==> src/rtl/mem_access.sv <==
// MEM stage: issues data-memory requests for loads/stores and
// registers the MEM/WB bundle.
//
// Ports:
//   clk_i, rst_i         clock, async active-low reset
//   WB_i, ALUOut_i,      EX/MEM bundle: wb ctrl, alu result/address,
//   wdata_i, rd_i        store data, destination register
//   MemRead_i/Write_i    load / store request
//   mem_req_o, mem_we_o, external memory request, write enable,
//   mem_addr_o,          address and store data (held while waiting)
//   mem_wdata_o
//   mem_ack_i,           one-cycle completion pulse with read data
//   mem_rdata_i
//   stall_o              freeze upstream stages this cycle
//   err_o                one-cycle pulse: misaligned access or timeout
//   WB_o, MemData_o,     registered MEM/WB bundle
//   ALUOut_o, rd_o
module mem_access #(
  parameter int unsigned TIMEOUT_CYC = 255
) (
  input  logic        clk_i,
  input  logic        rst_i,
  input  logic [1:0]  WB_i,
  input  logic [31:0] ALUOut_i,
  input  logic [31:0] wdata_i,
  input  logic [4:0]  rd_i,
  input  logic        MemRead_i,
  input  logic        MemWrite_i,
  output logic        mem_req_o,
  output logic        mem_we_o,
  output logic [31:0] mem_addr_o,
  output logic [31:0] mem_wdata_o,
  input  logic        mem_ack_i,
  input  logic [31:0] mem_rdata_i,
  output logic        stall_o,
  output logic        err_o,
  output logic [1:0]  WB_o,
  output logic [31:0] MemData_o,
  output logic [31:0] ALUOut_o,
  output logic [4:0]  rd_o
);

  typedef enum logic {
    S_IDLE,
    S_WAIT
  } state_t;

  // Last wait-counter value before the access is abandoned.
  localparam logic [7:0] LAST_CNT = 8'(TIMEOUT_CYC - 1);

  state_t      state_q, state_d;
  logic [7:0]  cnt_q, cnt_d;

  // Access latched on entry to WAIT.
  logic [31:0] addr_q, addr_d;
  logic [31:0] wdata_q, wdata_d;
  logic        we_q, we_d;
  logic [1:0]  lwb_q, lwb_d;
  logic [4:0]  lrd_q, lrd_d;

  logic        err_q, err_d;
  logic [1:0]  wb_d;
  logic [31:0] alu_d;
  logic [4:0]  rd_d;
  logic [31:0] md_d;
  logic        stall;

  logic        access;
  logic        misal;

  assign access = MemRead_i | MemWrite_i;
  assign misal  = |ALUOut_i[1:0];

  always_comb begin
    state_d = state_q;
    cnt_d   = cnt_q;
    addr_d  = addr_q;
    wdata_d = wdata_q;
    we_d    = we_q;
    lwb_d   = lwb_q;
    lrd_d   = lrd_q;
    err_d   = 1'b0;
    wb_d    = WB_o;
    alu_d   = ALUOut_o;
    rd_d    = rd_o;
    md_d    = MemData_o;
    stall   = 1'b0;
    unique case (state_q)
      S_IDLE: begin
        if (!access) begin
          wb_d  = WB_i;
          alu_d = ALUOut_i;
          rd_d  = rd_i;
        end else if (misal) begin
          // Drop the access: kill writeback, flag error next cycle.
          wb_d  = 2'b00;
          alu_d = ALUOut_i;
          rd_d  = rd_i;
          err_d = 1'b1;
        end else begin
          stall   = 1'b1;
          state_d = S_WAIT;
          cnt_d   = 8'd0;
          addr_d  = ALUOut_i;
          wdata_d = wdata_i;
          we_d    = MemWrite_i;
          lwb_d   = WB_i;
          lrd_d   = rd_i;
          wb_d    = 2'b00;
        end
      end
      S_WAIT: begin
        wb_d = 2'b00;
        if (mem_ack_i) begin
          state_d = S_IDLE;
          cnt_d   = 8'd0;
          wb_d    = lwb_q;
          alu_d   = addr_q;
          rd_d    = lrd_q;
          if (!we_q) begin
            md_d = mem_rdata_i;
          end
        end else if (cnt_q == LAST_CNT) begin
          // Give up: release the pipeline, retire a bubble.
          state_d = S_IDLE;
          cnt_d   = 8'd0;
          err_d   = 1'b1;
        end else begin
          stall = 1'b1;
          cnt_d = cnt_q + 8'd1;
        end
      end
      default: begin
        state_d = S_IDLE;
      end
    endcase
  end

  always_ff @(posedge clk_i or negedge rst_i) begin
    if (!rst_i) begin
      state_q   <= S_IDLE;
      cnt_q     <= 8'd0;
      addr_q    <= 32'd0;
      wdata_q   <= 32'd0;
      we_q      <= 1'b0;
      lwb_q     <= 2'b00;
      lrd_q     <= 5'd0;
      err_q     <= 1'b0;
      WB_o      <= 2'b00;
      ALUOut_o  <= 32'd0;
      rd_o      <= 5'd0;
      MemData_o <= 32'd0;
    end else begin
      state_q   <= state_d;
      cnt_q     <= cnt_d;
      addr_q    <= addr_d;
      wdata_q   <= wdata_d;
      we_q      <= we_d;
      lwb_q     <= lwb_d;
      lrd_q     <= lrd_d;
      err_q     <= err_d;
      WB_o      <= wb_d;
      ALUOut_o  <= alu_d;
      rd_o      <= rd_d;
      MemData_o <= md_d;
    end
  end

  // Request follows state, so an async reset drops it at once.
  assign mem_req_o   = (state_q == S_WAIT);
  assign mem_we_o    = mem_req_o & we_q;
  assign mem_addr_o  = addr_q;
  assign mem_wdata_o = wdata_q;
  // Stall is combinational from inputs; mask it while in reset.
  assign stall_o     = rst_i & stall;
  assign err_o       = err_q;

endmodule

==> config.mk <==
export PLATFORM = sky130hd
export DESIGN_NAME = mem_access
export DESIGN_NICKNAME = d
export VERILOG_FILES = /design/src/rtl/mem_access.sv
export SDC_FILE = /design/constraint.sdc
export NUM_CORES = 1
export LEC_CHECK = 0
export CAP_MARGIN = 20
export CELL_PAD_IN_SITES_DETAIL_PLACEMENT = 0
export CELL_PAD_IN_SITES_GLOBAL_PLACEMENT = 1
export CORE_MARGIN = 2
export CORE_UTILIZATION = 45
export CTS_CLUSTER_DIAMETER = 100
export CTS_CLUSTER_SIZE = 28
export DETAILED_ROUTE_END_ITERATION = 10
export DONT_BUFFER_PORTS = 1
export PLACE_DENSITY = 0.84
export RECOVER_POWER = 25
export SYNTH_ARGS = -nofsm -noshare
export SYNTH_HDL_FRONTEND = slang
export SYNTH_SLANG_ARGS = --single-unit
==> constraint.sdc <==
create_clock -name clk_i -period 1.5 [get_ports clk_i]
set_input_delay 0.15 -clock clk_i [delete_from_list [all_inputs] [get_ports clk_i]]
set_output_delay 0.15 -clock clk_i [all_outputs]
set_load 0.01 [all_outputs]
; ---- Yosys cells after proc, flatten, opt, wreduce, memory -nomap -nowiden
; Index checks and enable logic that the tools add are counted.
[totals]
regBits = 153
elab_cells = 55
[op_classes]
addsub = 1
n_eq_ne = 5
n_mux = 26
n_bitwise = 6
n_reduce_logical = 5
[op_table]
columns = cell, count
row1 = 2-to-1 mux 32 bit, 3
row2 = one-hot mux 32 bit (2 select lines), 1
row3 = 2-to-1 mux 8 bit, 4
row4 = one-hot mux 8 bit (2 select lines), 1
row5 = 2-to-1 mux 5 bit, 3
row6 = one-hot mux 5 bit (2 select lines), 1
row7 = "adder 8 x 1 -> 8 bit, second input constant", 1
row8 = "equality test 8 bit, second input constant", 1
row9 = 2-to-1 mux 1 bit, 8
row10 = "!= test 2 bit, second input constant", 3
row11 = AND reduction 3 bit, 2
row12 = 2-to-1 mux 2 bit, 2
row13 = one-hot mux 1 bit (2 select lines), 2
row14 = one-hot mux 2 bit (2 select lines), 1
row15 = AND reduction 2 bit, 2
row16 = "!= test 3 bit, second input constant", 1
row17 = inverter 1 bit, 3
row18 = AND 1 bit, 2
row19 = OR reduction 2 bit, 1
row20 = OR 1 bit, 1

; ---- Logic depth before layout (Yosys ltp)
; Gate-level depths: netlist of the first run.
[depth]
ltp_word = 5
depth_mapped = 6

; ---- Worst setup path after synthesis of the first run
; OpenSTA, ideal clock, no wires.
[synth_timing]
path_kind = flip-flop to flip-flop
start = register state_q, in the netlist mem_req_o
end = register ALUOut_o[18]
t_arrival_ns = 1.490
slack_ns = -0.115
stages_incl_launch_ff = 5
path_cell_list = dfrtp_1 buf_6 buf_2 mux2_2 mux2_2
[synth_between]
elab_chain_len = 3
elab_cells_between_ends = 5
cone_classes = eq/ne: 2 / mux: 1 / bitwise: 1 / reduce/logical: 1
[synth_lines]
columns = element, line_no
row1 = start: declaration, 51  ; state_t state_q, state_d;
row2 = start signal: assignment, 154  ; state_q <= state_d;
row3 = inverter 1 bit (no line), --
row4 = != test 3 bit (no line), --
row5 = AND reduction 2 bit (no line), --
row6 = end signal: assignment, 163  ; ALUOut_o <= alu_d;
row7 = end: declaration, 39  ; output logic [31:0] ALUOut_o,
; Several ways; a longest one is shown, not always the timed one.
; A chain may end at the register's enable or synchronous reset.

; ---- Worst setup path after layout of the first run
[layout_timing]
start = register cnt_q[2]
end = output port stall_o
[layout_between]
elab_chain_len = 5
[layout_lines]
columns = element, line_no
row1 = start: declaration, 52  ; logic [7:0] cnt_q, cnt_d;
row2 = start signal: assignment, 155  ; cnt_q <= cnt_d;
row3 = equality test 8 bit, 123  ; end else if (cnt_q == LAST_CNT) begin
row4 = 2-to-1 mux 1 bit, 123
row5 = 2-to-1 mux 1 bit, 114  ; if (mem_ack_i) begin
row6 = one-hot mux 1 bit (2 select lines), 88  ; unique case (state_q)
row7 = net stall, 66  ; logic stall;
row8 = AND 1 bit, 175  ; assign stall_o = rst_i & stall;
row9 = end: declaration, 35  ; output logic stall_o,
; The timed path passes the listed nets, and every way through them passes these cells.

==> impl_metrics.env, run 1 <==
export IMPL_io_pins=247
export IMPL_critical_path_buf_inv_count=0
export IMPL_finalMaxSlewViolations=0
export IMPL_final_layout_size_suffix_gt1_share_pct=46.57
export IMPL_cts_buffers=17
export IMPL_place_hpwl_um=9053
export IMPL_rsz0062_at_grt="true"
export IMPL_antenna_left=0
export IMPL_drtIter0Drc=127
export IMPL_yosysTopAreaCellShare_pct=59.24
export IMPL_areaGrowthSynthToFinish_pct=42.30
export IMPL_ir_drop_v=0.0007439
export IMPL_grt_max_degree=155
export IMPL_rows=43
export IMPL_yosysWarnings=0
export IMPL_route_detailed_drc=0
export IMPL_cpPeakStageDelay_ps=380
export IMPL_yosys_area_top_type="dfrtp_1"
export IMPL_p_total_mw=13.84
export IMPL_period_share_pct=112.1
export IMPL_synthesis_nets=517
export IMPL_required_ps=1350
export IMPL_h_tree_depth=4
export IMPL_clock_path_buffers=2
export IMPL_vias_per_cell=5.332
export IMPL_core_um2=13930
export IMPL_clk_pin_slew_ps=60
export IMPL_finalCriticalPeriod_ps=1682
export IMPL_end_kind="primary output"
export IMPL_final_cell_mix="dfrtp_1 (152), dlygate4sd3_1 (107), mux2_4 (101)"
export IMPL_avgSynthCellArea_um2=15.88
export IMPL_cpLargestDelayFamily="simple AND/OR/NAND/NOR gates"
export IMPL_fin_ws_ps=-182.2
export IMPL_timing_hold_ws_ps=-580.2
export IMPL_setup_viol=103
export IMPL_relSlewSlack_pct=74.73
export IMPL_die_w_um=123.8
export IMPL_grt_pass1_wl_um=23670
export IMPL_grt_pass1_vias=4498
export IMPL_mappedNetlistArea_um2=6462
export IMPL_status="complete, but fails checks"
export IMPL_gp_congestion=0.7324
export IMPL_crit_path_max_fanout=4
export IMPL_final_setup_skew_ps=5.804
export IMPL_initial_utilization_pct=46.38
export IMPL_timing_fmax_mhz=594.4
export IMPL_clock_latency_ps=420
export IMPL_gr_total_overflow=0
export IMPL_dr_pass1_iters=4
export IMPL_fin_nets=666
export IMPL_crit_path_cell_trace="and4_4 > a41o_1 > nand2_2 > and2_4"
export IMPL_stdcell_count=749
export IMPL_vias=3994
export IMPL_synth_cells=407
export IMPL_drt_total_wl_um=16880
export IMPL_violations="negative hold slack, negative setup slack"
export IMPL_power_density_nw_per_um2=1505
export IMPL_synthTopCellsByArea="dfrtp_1 (59%), mux2_2 (25%), mux2_4 (7.0%), buf_12 (0.93%), buf_2 (0.93%)"
export IMPL_root_buffer="clkbuf_16"
export IMPL_hold_viol=153
export IMPL_cts_tree="done"
export IMPL_wl_per_cell_um=22.53
export IMPL_arrival_ps=1530
export IMPL_worstHoldPathType="primary input to asynchronous set/reset pin"
export IMPL_grt_antenna_before_repair=0
export IMPL_die_area_um2=15340
export IMPL_drv_cap=0
export IMPL_slowest_stage="dfrtp_1"
export IMPL_io_buffers=0
export IMPL_crit_type="flip-flop to primary output"
export IMPL_die_h_um=123.8
export IMPL_cts_sinks=153
export IMPL_final_common_cell="dfrtp_1"
export IMPL_p_leak_nw=4.209
export IMPL_ys_ff_latch=153
export IMPL_dp_cells=582
export IMPL_grt_use_total_pct=20.68
export IMPL_yosysSeqAreaShare_pct=59.24
export IMPL_pre_cts_slack_ps=-75.54
export IMPL_synth_cell_types=32
export IMPL_start_kind="flip-flop"
export IMPL_n_antenna_cell=0
export IMPL_tightestPinTransition_ps=378.0
-- what timing repair did --
| item | 4_1_cts | 5_1_grt |
|---|---|---|
| gates resized for setup | 67 | 46 |
| endpoints found under the setup margin | 110 | 106 |
| pin swaps | 4 | 2 |
| cloned | 8 | 4 |
| hold buffers | 104 | 3 |
| buffers inserted | 17 | 5 |
| endpoints found under the hold margin | 282 | 156 |
-- final cells by class --
cell class,count,area [µm²]
clock inverters,14,193.9
clock buffers,18,439.2
well taps,180,225.2
fillers,923,4738
inverters,3,11.26
repair buffers,150,1737
multi-input cells,231,2760
flip-flops and latches,153,3830
-- power by group --
part / leakage, nW / total (mW) / switching, mW / internal [mW]
combinational: 2.07 / 2.74 / 0.805 / 1.94
sequential: 1.83 / 6.54 / 1.36 / 5.18
clock: 0.307 / 4.55 / 1.72 / 2.84
-- Yosys cell counts, drive strengths merged --
| cell type | number |
|---|---|
| mux2 | 176 |
| a41o | 1 |
| a21o | 1 |
| dfrtp | 153 |
| a31oi | 1 |
| nand4 | 2 |
| nand3b | 2 |
| nand3 | 5 |
| and2 | 4 |
| nor4 | 1 |
| o31ai | 1 |
| nor2 | 2 |
| ha | 2 |
| nand2b | 1 |
| or4 | 1 |
| or3 | 5 |
| inv | 3 |
| a21oi | 7 |
| nand2 | 7 |
| o21ai | 9 |
| or2 | 1 |
| and4 | 1 |
| buf | 20 |
| o32ai | 1 |
-- path summary, 6_finish.rpt --
kind / start / to / slack (ps) / cells past startpoint
setup / recovery: cnt_q[2] / stall_o / -180 / 4
hold / removal: rst_i / MemData_o[25] / -580 / 0
setup reg to reg: mem_req_o / ALUOut_o[11] / -160 / 7
hold reg to reg: lrd_q[0] / lrd_q[0] / 500 / 1
max in group asynchronous: rst_i / mem_req_o / 1810 / 0
min in group clk_i: rd_i[2] / rd_o[2] / 10 / 2
-- worst register-to-register path, delay by kind of cell (launching register included) --
family / cells / cell delay [ps]
DFF: 1 / 430
muxes: 1 / 310
buffers and inverters: 4 / 520
AOI/OAI and AO/OA: 2 / 290
-- sequential cells by signal (all words and copies together), names as in the netlist --
| name | count |
|---|---|
| lrd_q | 5 |
| ALUOut_o | 32 |
| err_o | 1 |
| lwb_q | 2 |
| cnt_q | 8 |
| rd_o | 5 |
| mem_addr_o | 32 |
| mem_wdata_o | 32 |
| MemData_o | 32 |
| WB_o | 2 |
| mem_req_o | 1 |
| we_q | 1 |
-- cells by family after synthesis --
family | count (synthesis) | share of synthesized area [%]
mux | 176 | 32.41
simple gates | 32 | 3.195
compound gates | 21 | 2.033
fa+ha+maj | 2 | 0.3872
flops | 153 | 59.24
buf+inv | 23 | 2.730
-- metrics by stage --
stage / setup TNS, ps / hold slack (ps) / util (%) / instance area, µm²
6_report: -9650 / -580.2 / 66.00 / 9196
5_1_grt: -13880 / -602.7 / 66.00 / 9196
3_3_place_gp: -1836 / -142.1 / 48.08 / 6700
2_1_floorplan: -672.4 / -145.6 / - / 6464
4_1_cts: -11880 / -593.8 / 64.56 / 8996
3_5_place_dp: -5280 / -142.3 / 48.08 / 6700
-- routing by layer --
layer | wire length (µm) | vias up | GRT usage (%)
li1 | - | 1762 | -
met1 | 6395 | 2000 | 22.88
met2 | 8551 | 199 | 35.82
met3 | 1513 | 33 | 7.463
met4 | 416 | 0 | 8.949
met5 | 0 | - | 0
Power figures use the tool's default switching activity.
==> run 2: changes to the inputs <==
MAX_ROUTING_LAYER = met4   (was unset)
PLACE_DENSITY = unset   (was 0.84)
PLACE_DENSITY_LB_ADDON = 0.25   (was unset)
==> run 2 against run 1 <==
  * The flow still finishes with violations (negative hold slack, negative setup slack)
  * Cell area fell by 5.6%
  * Combinational power is 18% lower
  * Critical path depth is the same
  * Sequential power decreased by 1%
  * Fmax grew 2.0%
  * Die area did not move
  * Clock skew shrank 1.6 ps
  * Register-to-register slack improved by 70 ps
  * Power is 8.7% lower
  * Critical endpoint unchanged
  * Highest routed layer unchanged
==> impl_metrics.env, run 2 (same netlist as run 1, synthesis figures left out) <==
export IMPL_status="complete, but fails checks"
export IMPL_violations="negative hold slack, negative setup slack"
export IMPL_n_antenna_cell=0
export IMPL_drtIter0Drc=135
export IMPL_combPwrFrac_pct=17.8
export IMPL_core_um2=13930
export IMPL_p_leak_nw=3.802
export IMPL_clock_latency_ps=410
export IMPL_vias=3864
export IMPL_relSlewSlack_pct=77.17
export IMPL_start_kind="flip-flop"
export IMPL_swShare_pct=28.01
export IMPL_switchingPower_mw=3.538
export IMPL_pwr_share_seq_pct=51.2
export IMPL_stdcell_count=742
export IMPL_fin_nets=660
export IMPL_n_fill_cell=1027
export IMPL_h_tree_depth=4
export IMPL_grt_pass1_vias=4149
export IMPL_timing_hold_ws_ps=-565.9
export IMPL_die_h_um=123.8
export IMPL_gp_congestion=0.7296
export IMPL_gr_total_overflow=0
export IMPL_drt_total_wl_um=14560
export IMPL_timing_fmax_mhz=606.4
export IMPL_cpPeakStageDelay_ps=410
export IMPL_finalCriticalPeriod_ps=1649
export IMPL_finalMaxSlewViolations=0
export IMPL_clockPowerShare_pct=30.9
export IMPL_setup_viol=60
export IMPL_cts_sinks=153
export IMPL_crit_path_max_fanout=3
export IMPL_final_layout_size_suffix_gt1_share_pct=45.20
export IMPL_clock_path_buffers=2
export IMPL_required_ps=1350
export IMPL_p_int_mw=9.092
export IMPL_arrival_ps=1500
export IMPL_drv_cap=0
export IMPL_final_cell_mix="dfrtp_1 (152), mux2_2 (136), dlygate4sd3_1 (106)"
export IMPL_fin_ws_ps=-149.0
export IMPL_hold_viol=153
export IMPL_die_area_um2=15340
export IMPL_tns_ps=-3719
export IMPL_ff2ff_path_depth=4
export IMPL_crit_path_cell_trace="ha_4 > a41o_1 > nand2_2 > and2_4"
export IMPL_final_common_cell="dfrtp_1"
export IMPL_grt_pass1_wl_um=21920
export IMPL_worstHoldPathType="primary input to asynchronous set/reset pin"
export IMPL_route_detailed_drc=0
export IMPL_pre_cts_slack_ps=-60.89
export IMPL_grt_antenna_before_repair=0
export IMPL_antenna_left=0
export IMPL_rsz0062_at_grt="true"
export IMPL_initial_utilization_pct=46.38
export IMPL_tightestPinTransition_ps=341.4
export IMPL_clk_pin_slew_ps=50
export IMPL_period_share_pct=109.9
export IMPL_io_buffers=0
export IMPL_power_density_nw_per_um2=1455
export IMPL_crit_type="flip-flop to primary output"
export IMPL_final_setup_skew_ps=4.225
export IMPL_p_total_mw=12.63
export IMPL_die_w_um=123.8
export IMPL_wl_per_cell_um=19.62
export IMPL_vias_per_cell=5.208
export IMPL_dr_pass1_iters=3
export IMPL_slowest_stage="dfrtp_1"
export IMPL_place_hpwl_um=9166
export IMPL_root_buffer="clkbuf_16"
export IMPL_dp_cells=584
export IMPL_grt_max_degree=155
export IMPL_cts_tree="done"
export IMPL_ir_drop_v=0.0006998
export IMPL_io_pins=247
export IMPL_rows=43
export IMPL_cts_buffers=17
export IMPL_grt_use_total_pct=19.53
export IMPL_end_kind="primary output"
export IMPL_areaGrowthSynthToFinish_pct=34.29
==> run 2: final timing paths <==
path	from	end	slack, ps
max in group asynchronous	rst_i	mem_req_o	1920
hold reg to reg	lrd_q[2]	lrd_q[2]	500
hold / removal	rst_i	MemData_o[5]	-570
setup / recovery	cnt_q[1]	stall_o	-150
setup reg to reg	mem_req_o	mem_wdata_o[3]	-90
min in group clk_i	ALUOut_i[0]	ALUOut_o[0]	20
==> run 2: area by class of cell <==
| cell class | instances | area, µm² | area share, % |
|---|---|---|---|
| inverters | 3 | 11.26 | 0.1298 |
| clock buffers | 23 | 467.9 | 5.392 |
| flip-flops and latches | 153 | 3830 | 44.13 |
| repair buffers | 144 | 1546 | 17.82 |
| well taps | 180 | 225.2 | 2.595 |
| multi-input cells | 231 | 2525 | 29.09 |
| clock inverters | 8 | 72.57 | 0.8362 |
==> run 2: worst max-delay path: cells and delay by family, from the launching register on <==
kind	cells	cell delay, ps
compound gates	1	270
flops	1	410
fa+ha+maj	1	180
simple gates	2	230
==> run 2: routing by layer <==
layer / vias to the layer above / GRT usage, % / part of all wire [%] / wire, µm
met5: - / - / 0 / 0
met4: 0 / 5.327 / 0.84 / 123
met3: 11 / 7.555 / 8.0 / 1159
met2: 142 / 33.21 / 53 / 7745
met1: 1968 / 21.44 / 38 / 5528
li1: 1743 / - / - / -
==> run 2: power groups by stage <==
stage                     combinational (mW)  sequential [mW]  clock [mW]
after floorplan                         1.54             6.24           0
after global placement                  1.68             6.52           0
after detailed placement                1.78             6.55           0
after CTS                               2.21             6.47        4.03
after global routing                    2.43             6.62        4.22
final                                   2.25             6.47        3.91
==> run 2: repair_timing <==
item                                    4_1_cts  5_1_grt
cloned                                        3        0
endpoints found under the setup margin       85       73
gates resized for setup                      19       27
pin swaps                                     3        1
buffers inserted                             14        8
endpoints found under the hold margin       270      156
hold buffers                                103        3
==> run 2: per-stage QoR <==
| stage | utilization (%) | cell area [µm²] |
|---|---|---|
| 6_report | 62.28 | 8678 |
| 5_1_grt | 62.28 | 8678 |
| 4_1_cts | 61.50 | 8569 |
| 3_5_place_dp | 48.28 | 6728 |
| 3_3_place_gp | 48.28 | 6728 |
| 2_1_floorplan | - | 6464 |
